[src/rtl/muldiv_unit_pkg.sv]
// Shared funct3 encodings, divider state type and width default for the RV32M multiply/divide unit.
package muldiv_unit_pkg;

  localparam int unsigned XLEN_DEFAULT = 32;

  localparam logic [2:0] F3_MUL    = 3'b000;
  localparam logic [2:0] F3_MULH   = 3'b001;
  localparam logic [2:0] F3_MULHSU = 3'b010;
  localparam logic [2:0] F3_MULHU  = 3'b011;
  localparam logic [2:0] F3_DIV    = 3'b100;
  localparam logic [2:0] F3_DIVU   = 3'b101;
  localparam logic [2:0] F3_REM    = 3'b110;
  localparam logic [2:0] F3_REMU   = 3'b111;

  typedef enum logic [1:0] {
    DIV_IDLE,
    DIV_RUN,
    DIV_FIX,
    DIV_DONE
  } div_state_e;

endpackage

[src/rtl/muldiv_unit_if.sv]
// Issue/result bundle between the EX stage and the multiply/divide unit.
interface muldiv_unit_if #(
  parameter int unsigned XLEN = 32
);
  logic            START;
  logic [2:0]      SELECT;
  logic [XLEN-1:0] DATA1;
  logic [XLEN-1:0] DATA2;
  logic            FLUSH;
  logic            READY;
  logic            BUSY;
  logic            VALID_OUT;
  logic [XLEN-1:0] RESULT;

  modport master (
    output START, SELECT, DATA1, DATA2, FLUSH,
    input  READY, BUSY, VALID_OUT, RESULT
  );

  modport slave (
    input  START, SELECT, DATA1, DATA2, FLUSH,
    output READY, BUSY, VALID_OUT, RESULT
  );
endinterface

[src/rtl/muldiv_unit_div_iter.sv]
// Radix-2 restoring divider core on unsigned magnitudes; one quotient bit per step.
module div_iter #(
  parameter int unsigned XLEN = 32
) (
  input  logic            clk,
  input  logic            rst_n,
  input  logic            load,
  input  logic            step,
  input  logic [XLEN-1:0] dividend,
  input  logic [XLEN-1:0] divisor,
  output logic [XLEN-1:0] quotient,
  output logic [XLEN-1:0] remainder,
  output logic            last
);

  localparam int unsigned CW = $clog2(XLEN);

  logic [CW-1:0]   count;
  logic [XLEN-1:0] dvs;
  logic [XLEN:0]   diff;

  // Quotient register doubles as the dividend shifter: its MSB feeds the partial remainder.
  assign diff = {remainder, quotient[XLEN-1]} - {1'b0, dvs};
  assign last = (count == '0);

  always_ff @(posedge clk) begin
    if (!rst_n) begin
      count     <= '0;
      dvs       <= '0;
      quotient  <= '0;
      remainder <= '0;
    end else if (load) begin
      count     <= CW'(XLEN - 1);
      dvs       <= divisor;
      quotient  <= dividend;
      remainder <= '0;
    end else if (step) begin
      if (!diff[XLEN]) begin
        remainder <= diff[XLEN-1:0];
        quotient  <= {quotient[XLEN-2:0], 1'b1};
      end else begin
        remainder <= {remainder[XLEN-2:0], quotient[XLEN-1]};
        quotient  <= {quotient[XLEN-2:0], 1'b0};
      end
      count <= count - 1'b1;
    end
  end

endmodule

[src/rtl/muldiv_unit.sv]
// RV32M multiply/divide unit: pipelined multiplier plus iterative divider sharing one result port.
module muldiv_unit
  import muldiv_unit_pkg::*;
#(
  parameter int unsigned XLEN       = XLEN_DEFAULT,
  parameter int unsigned MUL_STAGES = 2
) (
  input  logic         CLK,
  input  logic         RESET_N,
  muldiv_unit_if.slave bus
);

  div_state_e state, state_n;

  logic ready, accept, mul_accept, div_accept;
  logic mul_empty, mul_done, div_done;
  logic [XLEN-1:0] result, result_q;

  assign ready      = (state == DIV_IDLE) & (~bus.SELECT[2] | mul_empty);
  assign accept     = bus.START & ready & ~bus.FLUSH;
  assign mul_accept = accept & ~bus.SELECT[2];
  assign div_accept = accept & bus.SELECT[2];

  // ---------------- multiplier ----------------
  logic a_signed, b_signed, take_high;
  logic signed [2*XLEN-1:0] mul_a, mul_b, product;
  logic [XLEN-1:0] mul_word;

  always_comb begin
    a_signed  = 1'b0;
    b_signed  = 1'b0;
    take_high = 1'b0;
    case (bus.SELECT)
      F3_MUL:    take_high = 1'b0;
      F3_MULH:   begin a_signed = 1'b1; b_signed = 1'b1; take_high = 1'b1; end
      F3_MULHSU: begin a_signed = 1'b1; take_high = 1'b1; end
      F3_MULHU:  take_high = 1'b1;
      default:   take_high = 1'b0;
    endcase
  end

  assign mul_a    = {{XLEN{a_signed & bus.DATA1[XLEN-1]}}, bus.DATA1};
  assign mul_b    = {{XLEN{b_signed & bus.DATA2[XLEN-1]}}, bus.DATA2};
  assign product  = mul_a * mul_b;
  assign mul_word = take_high ? product[2*XLEN-1:XLEN] : product[XLEN-1:0];

  logic [MUL_STAGES-1:0]           pipe_vld;
  logic [MUL_STAGES:0]             vld_chain;
  logic [MUL_STAGES-1:0][XLEN-1:0] pipe_data;
  logic [MUL_STAGES:0][XLEN-1:0]   data_chain;

  // Chains prepend the issue-side value so the shift works for any depth including 1.
  assign vld_chain  = {pipe_vld, mul_accept};
  assign data_chain = {pipe_data, mul_word};
  assign mul_empty  = ~|pipe_vld;
  assign mul_done   = vld_chain[MUL_STAGES];

  always_ff @(posedge CLK) begin
    if (!RESET_N || bus.FLUSH) pipe_vld <= '0;
    else                       pipe_vld <= vld_chain[MUL_STAGES-1:0];
  end

  always_ff @(posedge CLK) begin
    pipe_data <= data_chain[MUL_STAGES-1:0];
  end

  // ---------------- divider ----------------
  logic div_signed, div_rem, neg1, neg2, by_zero, overflow, fast;
  logic [XLEN-1:0] abs1, abs2, fast_value, fix_value, core_q, core_r, div_res;
  logic neg_q, neg_r, op_rem, core_last;

  always_comb begin
    div_signed = 1'b0;
    div_rem    = 1'b0;
    case (bus.SELECT)
      F3_DIV:  div_signed = 1'b1;
      F3_DIVU: div_signed = 1'b0;
      F3_REM:  begin div_signed = 1'b1; div_rem = 1'b1; end
      F3_REMU: div_rem = 1'b1;
      default: div_rem = 1'b0;
    endcase
  end

  assign neg1     = div_signed & bus.DATA1[XLEN-1];
  assign neg2     = div_signed & bus.DATA2[XLEN-1];
  assign abs1     = neg1 ? -bus.DATA1 : bus.DATA1;
  assign abs2     = neg2 ? -bus.DATA2 : bus.DATA2;
  assign by_zero  = (bus.DATA2 == '0);
  assign overflow = div_signed & (bus.DATA1 == {1'b1, {(XLEN-1){1'b0}}}) & (&bus.DATA2);
  assign fast     = by_zero | overflow;

  always_comb begin
    if (by_zero) fast_value = div_rem ? bus.DATA1 : '1;
    else         fast_value = div_rem ? '0 : bus.DATA1;
  end

  assign fix_value = op_rem ? (neg_r ? -core_r : core_r) : (neg_q ? -core_q : core_q);

  div_iter #(.XLEN(XLEN)) u_div_iter (
    .clk       (CLK),
    .rst_n     (RESET_N),
    .load      (div_accept & ~fast),
    .step      (state == DIV_RUN),
    .dividend  (abs1),
    .divisor   (abs2),
    .quotient  (core_q),
    .remainder (core_r),
    .last      (core_last)
  );

  always_ff @(posedge CLK) begin
    if (div_accept) begin
      neg_q  <= neg1 ^ neg2;
      neg_r  <= neg1;
      op_rem <= div_rem;
    end
    if (div_accept && fast) div_res <= fast_value;
    else if (state == DIV_FIX) div_res <= fix_value;
  end

  always_ff @(posedge CLK) begin
    if (!RESET_N || bus.FLUSH) state <= DIV_IDLE;
    else                       state <= state_n;
  end

  always_comb begin
    state_n = state;
    case (state)
      DIV_IDLE: if (div_accept) state_n = fast ? DIV_DONE : DIV_RUN;
      DIV_RUN:  if (core_last) state_n = DIV_FIX;
      DIV_FIX:  state_n = DIV_DONE;
      DIV_DONE: state_n = DIV_IDLE;
      default:  state_n = DIV_IDLE;
    endcase
  end

  // ---------------- result port ----------------
  assign div_done = (state == DIV_DONE);

  always_comb begin
    result = result_q;
    if (mul_done)      result = data_chain[MUL_STAGES];
    else if (div_done) result = div_res;
  end

  always_ff @(posedge CLK) begin
    if (!RESET_N) result_q <= '0;
    else          result_q <= result;
  end

  assign bus.READY     = ready;
  assign bus.BUSY      = ~mul_empty | (state != DIV_IDLE);
  assign bus.VALID_OUT = mul_done | div_done;
  assign bus.RESULT    = result;

endmodule

[src/flat_wrapper.sv]
// flat-port wrapper written by rule: the top's interface ports become plain ports
module muldiv_unit_flat import muldiv_unit_pkg::*;
#(
  parameter int unsigned XLEN       = XLEN_DEFAULT,
  parameter int unsigned MUL_STAGES = 2
)
  (CLK, RESET_N, bus_START, bus_SELECT, bus_DATA1, bus_DATA2, bus_FLUSH, bus_READY, bus_BUSY, bus_VALID_OUT, bus_RESULT);
  muldiv_unit_if #(.XLEN(XLEN)) bus_i ();
  input  logic CLK;
  input  logic RESET_N;
  input wire logic [$bits(bus_i.START)-1:0] bus_START;
  input wire logic [$bits(bus_i.SELECT)-1:0] bus_SELECT;
  input wire logic [$bits(bus_i.DATA1)-1:0] bus_DATA1;
  input wire logic [$bits(bus_i.DATA2)-1:0] bus_DATA2;
  input wire logic [$bits(bus_i.FLUSH)-1:0] bus_FLUSH;
  output wire logic [$bits(bus_i.READY)-1:0] bus_READY;
  output wire logic [$bits(bus_i.BUSY)-1:0] bus_BUSY;
  output wire logic [$bits(bus_i.VALID_OUT)-1:0] bus_VALID_OUT;
  output wire logic [$bits(bus_i.RESULT)-1:0] bus_RESULT;
  assign bus_i.START = bus_START;
  assign bus_i.SELECT = bus_SELECT;
  assign bus_i.DATA1 = bus_DATA1;
  assign bus_i.DATA2 = bus_DATA2;
  assign bus_i.FLUSH = bus_FLUSH;
  assign bus_READY = bus_i.READY;
  assign bus_BUSY = bus_i.BUSY;
  assign bus_VALID_OUT = bus_i.VALID_OUT;
  assign bus_RESULT = bus_i.RESULT;
  muldiv_unit #(.XLEN(XLEN), .MUL_STAGES(MUL_STAGES)) u_core (.CLK(CLK), .RESET_N(RESET_N), .bus(bus_i));
endmodule
[config.mk]
export PLATFORM = sky130hd
export DESIGN_NAME = muldiv_unit_flat
export DESIGN_NICKNAME = d
export VERILOG_FILES = /design/src/rtl/muldiv_unit_pkg.sv /design/src/rtl/muldiv_unit_if.sv /design/src/rtl/muldiv_unit_div_iter.sv /design/src/rtl/muldiv_unit.sv /design/src/flat_wrapper.sv
export SDC_FILE = /design/constraint.sdc
export NUM_CORES = 2
export LEC_CHECK = 0
export BUFFER_PORTS_ARGS = -buffer_cell sky130_fd_sc_hd__clkbuf_2
export CORE_MARGIN = 1.5
export CORE_UTILIZATION = 25
export CTS_BUF_LIST = sky130_fd_sc_hd__clkbuf_2
export DETAILED_ROUTE_END_ITERATION = 12
export PLACE_DENSITY = 0.49
export SYNTH_ARGS = -nofsm -noshare
export SYNTH_HDL_FRONTEND = slang
export SYNTH_HIERARCHICAL = 1
export SYNTH_SLANG_ARGS = --single-unit
[constraint.sdc]
create_clock -name CLK -period 19.3 [get_ports CLK]
set_input_delay 0.965 -clock CLK [delete_from_list [all_inputs] [get_ports CLK]]
set_output_delay 0.965 -clock CLK [all_outputs]
set_load 0.03 [all_outputs]
# Yosys cells after proc, flatten, opt, wreduce, memory -nomap -nowiden
# Index checks and enable logic that the tools add are counted.
dict set report op_classes {
  n_addsub 6
  eq_ne 12
  multipliers 1
  reduce_logical 18
  muxes 28
  bitwise 21
}
# cell n
set op_table {}
lappend op_table {{$mux W32} 16}
lappend op_table {{$neg A32 Y32} 4}
lappend op_table {{$mul A33 B33 Y64} 1}
lappend op_table {{$sub A33 B32 Y33} 1}
lappend op_table {{$eq A32 B32 Y1 const B} 1}
lappend op_table {{$logic_not A32 Y1} 1}
lappend op_table {{$reduce_and A32 Y1} 1}
lappend op_table {{$and A1 B1 Y1} 12}
lappend op_table {{$mux W5} 2}
lappend op_table {{$reduce_or A2 Y1} 5}
lappend op_table {{$eq A3 B3 Y1 const B} 3}
lappend op_table {{$pmux W2 S4} 1}
lappend op_table {{$eq A3 B2 Y1 const B} 2}
lappend op_table {{$mux W1} 6}
lappend op_table {{$mux W2} 3}
lappend op_table {{$reduce_bool A2 Y1} 3}
lappend op_table {{$logic_not A5 Y1} 1}
lappend op_table {{$sub A5 B1 Y5 const B} 1}
lappend op_table {{$eq A2 B2 Y1 const B} 2}
lappend op_table {{$ne A2 B1 Y1 const B} 2}
lappend op_table {{$not A1 Y1} 4}
lappend op_table {{$or A1 B1 Y1} 4}
lappend op_table {{$eq A3 B1 Y1 const B} 1}
lappend op_table {{$reduce_or A3 Y1} 1}
lappend op_table {{other kinds (7)} 8}
dict set report word_totals {
  output_inout_bits 35
  word_cells 99
  reg_bits 236
  in_bits 71
}

# Logic depth before layout (Yosys ltp)
dict set report logic_depth {
  ltp_word 9
  depth_mapped 32
  mapped_depth_nobuf 30
}

# By module
# Netlist, hierarchy kept.
# module area_per_inst_um2 cells_each instances seq_area_each_um2
set modules_own_cells {}
lappend modules_own_cells {muldiv_unit 46065.4 5225 1 3052.9}
lappend modules_own_cells {div_iter 6660.1 815 1 2021.9}

# Worst setup path after synthesis
# Ideal clock, no wire load.
dict set report synth_timing {
  kind {input-to-reg}
  from {input port bus_SELECT[2]}
  to {register u_core.pipe_data (netlist bit u_core/data_chain[61])}
  path_stages 27
  arrival_ns 8.621
  setup_ns 0.129
  slack_ns 10.550
  path_buffers 3
  required_time_ns 19.171
  path_cell_list {clkbuf_1 nor3b_1 clkbuf_1 nand2_1 fa_1 fa_1 inv_1 fa_1 inv_1 fa_1 inv_1 fa_1 fa_1 fa_1 inv_1 fa_1 inv_1 ha_1 buf_1 o2111ai_1 o21ai_0 a21oi_1 o21ai_0 a31oi_1 o21ai_0 xnor2_1 o21ai_0}
}
# element line_no
set synth_rtl {}
lappend synth_rtl {{start, declared} flat_wrapper.sv:12} ;# input wire logic [$bits(bus_i.SELECT)-1:0] bus_SELECT;
lappend synth_rtl {{end signal, assigned} muldiv_unit.sv:64} ;# pipe_data <= data_chain[MUL_STAGES-1:0];
lappend synth_rtl {{end, declared} muldiv_unit.sv:49} ;# logic [MUL_STAGES-1:0][XLEN-1:0] pipe_data;

==> metrics.md <==
| Metric | Value |
|---|---|
| Share of layout cells above drive strength 1 | 0.05671 |
| Detail Route Antenna Nets | 0 |
| Top cells by area, synth | fa_1 (43%), inv_1 (8.8%), dfxtp_1 (7.6%) |
| Synthesized instance count | 6040 |
| IO Pins | 106 |
| Final Wtd Congestion | 0.9147 |
| Setup CP Type | input port to register |
| CTS Sinks | 236 |
| Crit share post-route | 0.4730 |
| Final net count | 7346 |
| Number of global-route vias before repair | 43100 |
| # hold bufs at CTS | 0 |
| CTS root buffer | clkbuf_2 |
| Core ar. | 209600 µm² |
| Max Transition Viols Final | 0 |
| Height of the chip | 462.2 µm |
| Post-route setup TNS | 0 ns |
| Post_cts resized | 0 |
| TritonCTS clock tree | yes |
| Fmax | 0.1095 GHz |
| Number of synthesized flops with an enable pin | 35 |
| Slew margin rel. | 0.2072 |
| Reg clk slew, reported paths | 0.11 ns |
| Final setup viols | 0 |
| CP Capture Type | register |
| Htree depth | 2 |
| Largest net degree at the start of global routing | 75 |
| Synthesis Warnings | 6 |
| MaxCap Viol Count | 0 |
| CTS buffer count | 61 |
| IO Port Bufs | 105 |
| Initial antenna violation count | 10 |
| Net count after synthesis | 7492 |
| Post-CTS setup buffer count | 0 |
| # rows | 168 |
| Worst path arrival time | 10.04 ns |
| Routed wire length | 174.8 mm |
| Final Critical Period | 9.128 ns |
| Maximum fanout along the worst path | 38 |
| Synth Cell Area | 52730 µm² |
| DRC viols | 0 |
| First-pass GRT wire length | 268.8 mm |
| Starting Density | 0.2516 |
| Run status | complete, no violations |
| Gr ovfl total | 0 |
| Post-DP HPWL | 129.5 mm |
| Top_reg_cell synth | dfxtp_1 |
| Final hold violation count | 0 |
| Synthesis-to-layout area growth | 7.093% |
| Slew @ Worst Pin | 1.159 ns |
| Vias | 40870 |
| Register area share after synthesis | 0.09625 |
| Worst Path Required | 20.21 ns |
| Filler instances | 22660 |
| Worst hold path class | input port to register |
| Vias/cell | 4.668 |
| Syn avg cell area | 8.729 µm² |
| Die ar. | 213700 µm² |
| GRT Resource Usage Total | 0.1642 |
| Initial DRC Count | 2867 |
| Cell taking the most area after synthesis | fa_1 |
| Yosys reg bits | 236 |
| Clock tree buffer depth | 3 |
| Clock Latency Late Sink | 1.09 ns |
| Share of Yosys cell area claimed by the top area cell type | 0.4275 |
| Unrepaired setup endpoints after global routing | false |
| DR pass1 iterations | 5 |
| Synth cell types | 84 |
| Chip Width | 462.2 µm |
| Async S/R FF share, synth | 0 |
| Final clock skew | 0.06514 ns |
| Startpoint Class | input port |
| WL/cell | 19.96 µm |
-- logic make-up after synthesis --
| logic type | Yosys count | synth area share |
|---|---|---|
| simple gates | 1762 | 0.1570 |
| buf+inv | 1637 | 0.1176 |
| fa+ha+maj | 1381 | 0.4880 |
| compound gates | 696 | 0.08386 |
| flops | 236 | 0.09625 |
| xor+xnor | 214 | 0.03555 |
| mux | 114 | 0.02176 |
-- Yosys cell counts, types with 109 or more instances --
cell and count:
mux2i_1 109, fa_1 1126, and2_1 345, nor2_1 149, dfxtp_1 201, xnor2_1 125, ha_1 255, inv_1 1236
nand2_1 949, o21ai_0 254, clkbuf_1 310, a21oi_1 128
-- cell usage in the layout (no fill, tap or decap), drive strengths merged, types with 7 or more instances in the layout --
cell type | Yosys | routed
clkinv | 1 | 26
or3 | 25 | 25
a21oi | 130 | 130
o21bai | 11 | 11
clkbuf | 314 | 185
edfxtp | 35 | 35
o211ai | 32 | 32
mux2i | 109 | 109
o41ai | 13 | 13
and3 | 29 | 29
o21a | 9 | 9
nand3 | 61 | 61
diode | 0 | 8
a211oi | 19 | 19
or4 | 17 | 17
or2 | 15 | 15
ha | 255 | 255
buf | 85 | 89
a21boi | 13 | 13
nor4 | 11 | 11
xor2 | 89 | 89
inv | 1237 | 1238
a21o | 51 | 51
dfxtp | 201 | 201
a211o | 7 | 7
o2111ai | 13 | 13
o21ai | 263 | 263
nand2b | 15 | 15
o211a | 32 | 32
nor3 | 41 | 41
nand2 | 950 | 950
xnor2 | 125 | 125
and2 | 345 | 345
o31ai | 27 | 27
nand4 | 30 | 30
a31oi | 38 | 38
nor2 | 149 | 149
nor2b | 51 | 51
fa | 1126 | 1126
-- critical path, stage by stage --
cell,delay [ns]
clkbuf_2,0.08
buf_4,0.51
nor3b_2,0.30
buf_4,0.41
nand2_1,0.23
fa_1,0.59
fa_1,0.50
inv_1,0.07
fa_1,0.75
inv_1,0.27
fa_1,0.66
inv_1,0.49
fa_1,0.55
fa_1,0.50
fa_1,0.50
inv_1,0.05
fa_1,0.48
inv_1,0.04
ha_1,0.42
o2111ai_1,0.19
o21ai_0,0.17
a21oi_1,0.09
o21ai_0,0.52
a31oi_1,0.19
o21ai_0,0.23
xnor2_1,0.14
o21ai_0,0.08
-- area by class of cell --
class,instances,area (µm²),area share
clock buffer,84,420.4,0.007445
sequential,236,5076,0.08990
tap,2805,3510,0.06216
multi-input combinational,4167,41490,0.7348
clock inverter,28,138.9,0.002460
inverter,1238,4647,0.08230
antenna,8,20.02,0.0003545
timing repair buffer,190,1164,0.02061
-- metal layers --
metal  GRT usage  up-vias  share of wire
met2      0.2789     1323           0.48
met4     0.04722       10          0.032
met5           0        -        0.00056
met3     0.01931      269          0.059
li1            -    18030              -
met1      0.2186    21240           0.43
-- registers in the layout (all words and copies together) (netlist names) --
register                     cells
u_core/neg_q                     1
u_core/neg_r                     1
u_core/u_div_iter/dvs           32
u_core/result_q                 32
u_core/div_res                  32
u_core/pipe_vld                  2
u_core/u_div_iter/quotient      32
u_core/u_div_iter/count          5
u_core/u_div_iter/remainder     32
u_core/state                     2
u_core/op_rem                    1
u_core/data_chain               64
-- per-stage QoR --
step | cells | area, µm² | utilization | hold slack (ns) | setup slack, ns
6_report | 8756 | 56470 | 0.2694 | 0.09930 | 10.17
5_1_grt | 8749 | 56450 | 0.2694 | 0.05487 | 9.605
4_1_cts | 8748 | 56450 | 0.2693 | 0.02532 | 10.13
3_5_place_dp | 8636 | 55890 | 0.2667 | 0.3128 | 8.992
3_3_place_gp | 8636 | 55890 | 0.2667 | 0.3124 | 9.047
2_1_floorplan | 6040 | 52730 | - | 0.3096 | 10.55
-- worst paths after layout --
kind | end | slack (ns) | startpoint | depth (start not counted)
max | u_core/data_chain[61] | 10.17 | bus_DATA1[31] | 27
min | u_core/pipe_vld[0] | 0.1 | bus_START | 3
max reg2reg | u_core/u_div_iter/remainder[25] | 15.21 | u_core/pipe_vld[1] | 10
min reg2reg | u_core/data_chain[86] | 0.31 | u_core/data_chain[54] | 0
Power is not shown: default switching activity piles up to over one toggle a cycle in this logic, so the estimate is an artifact.
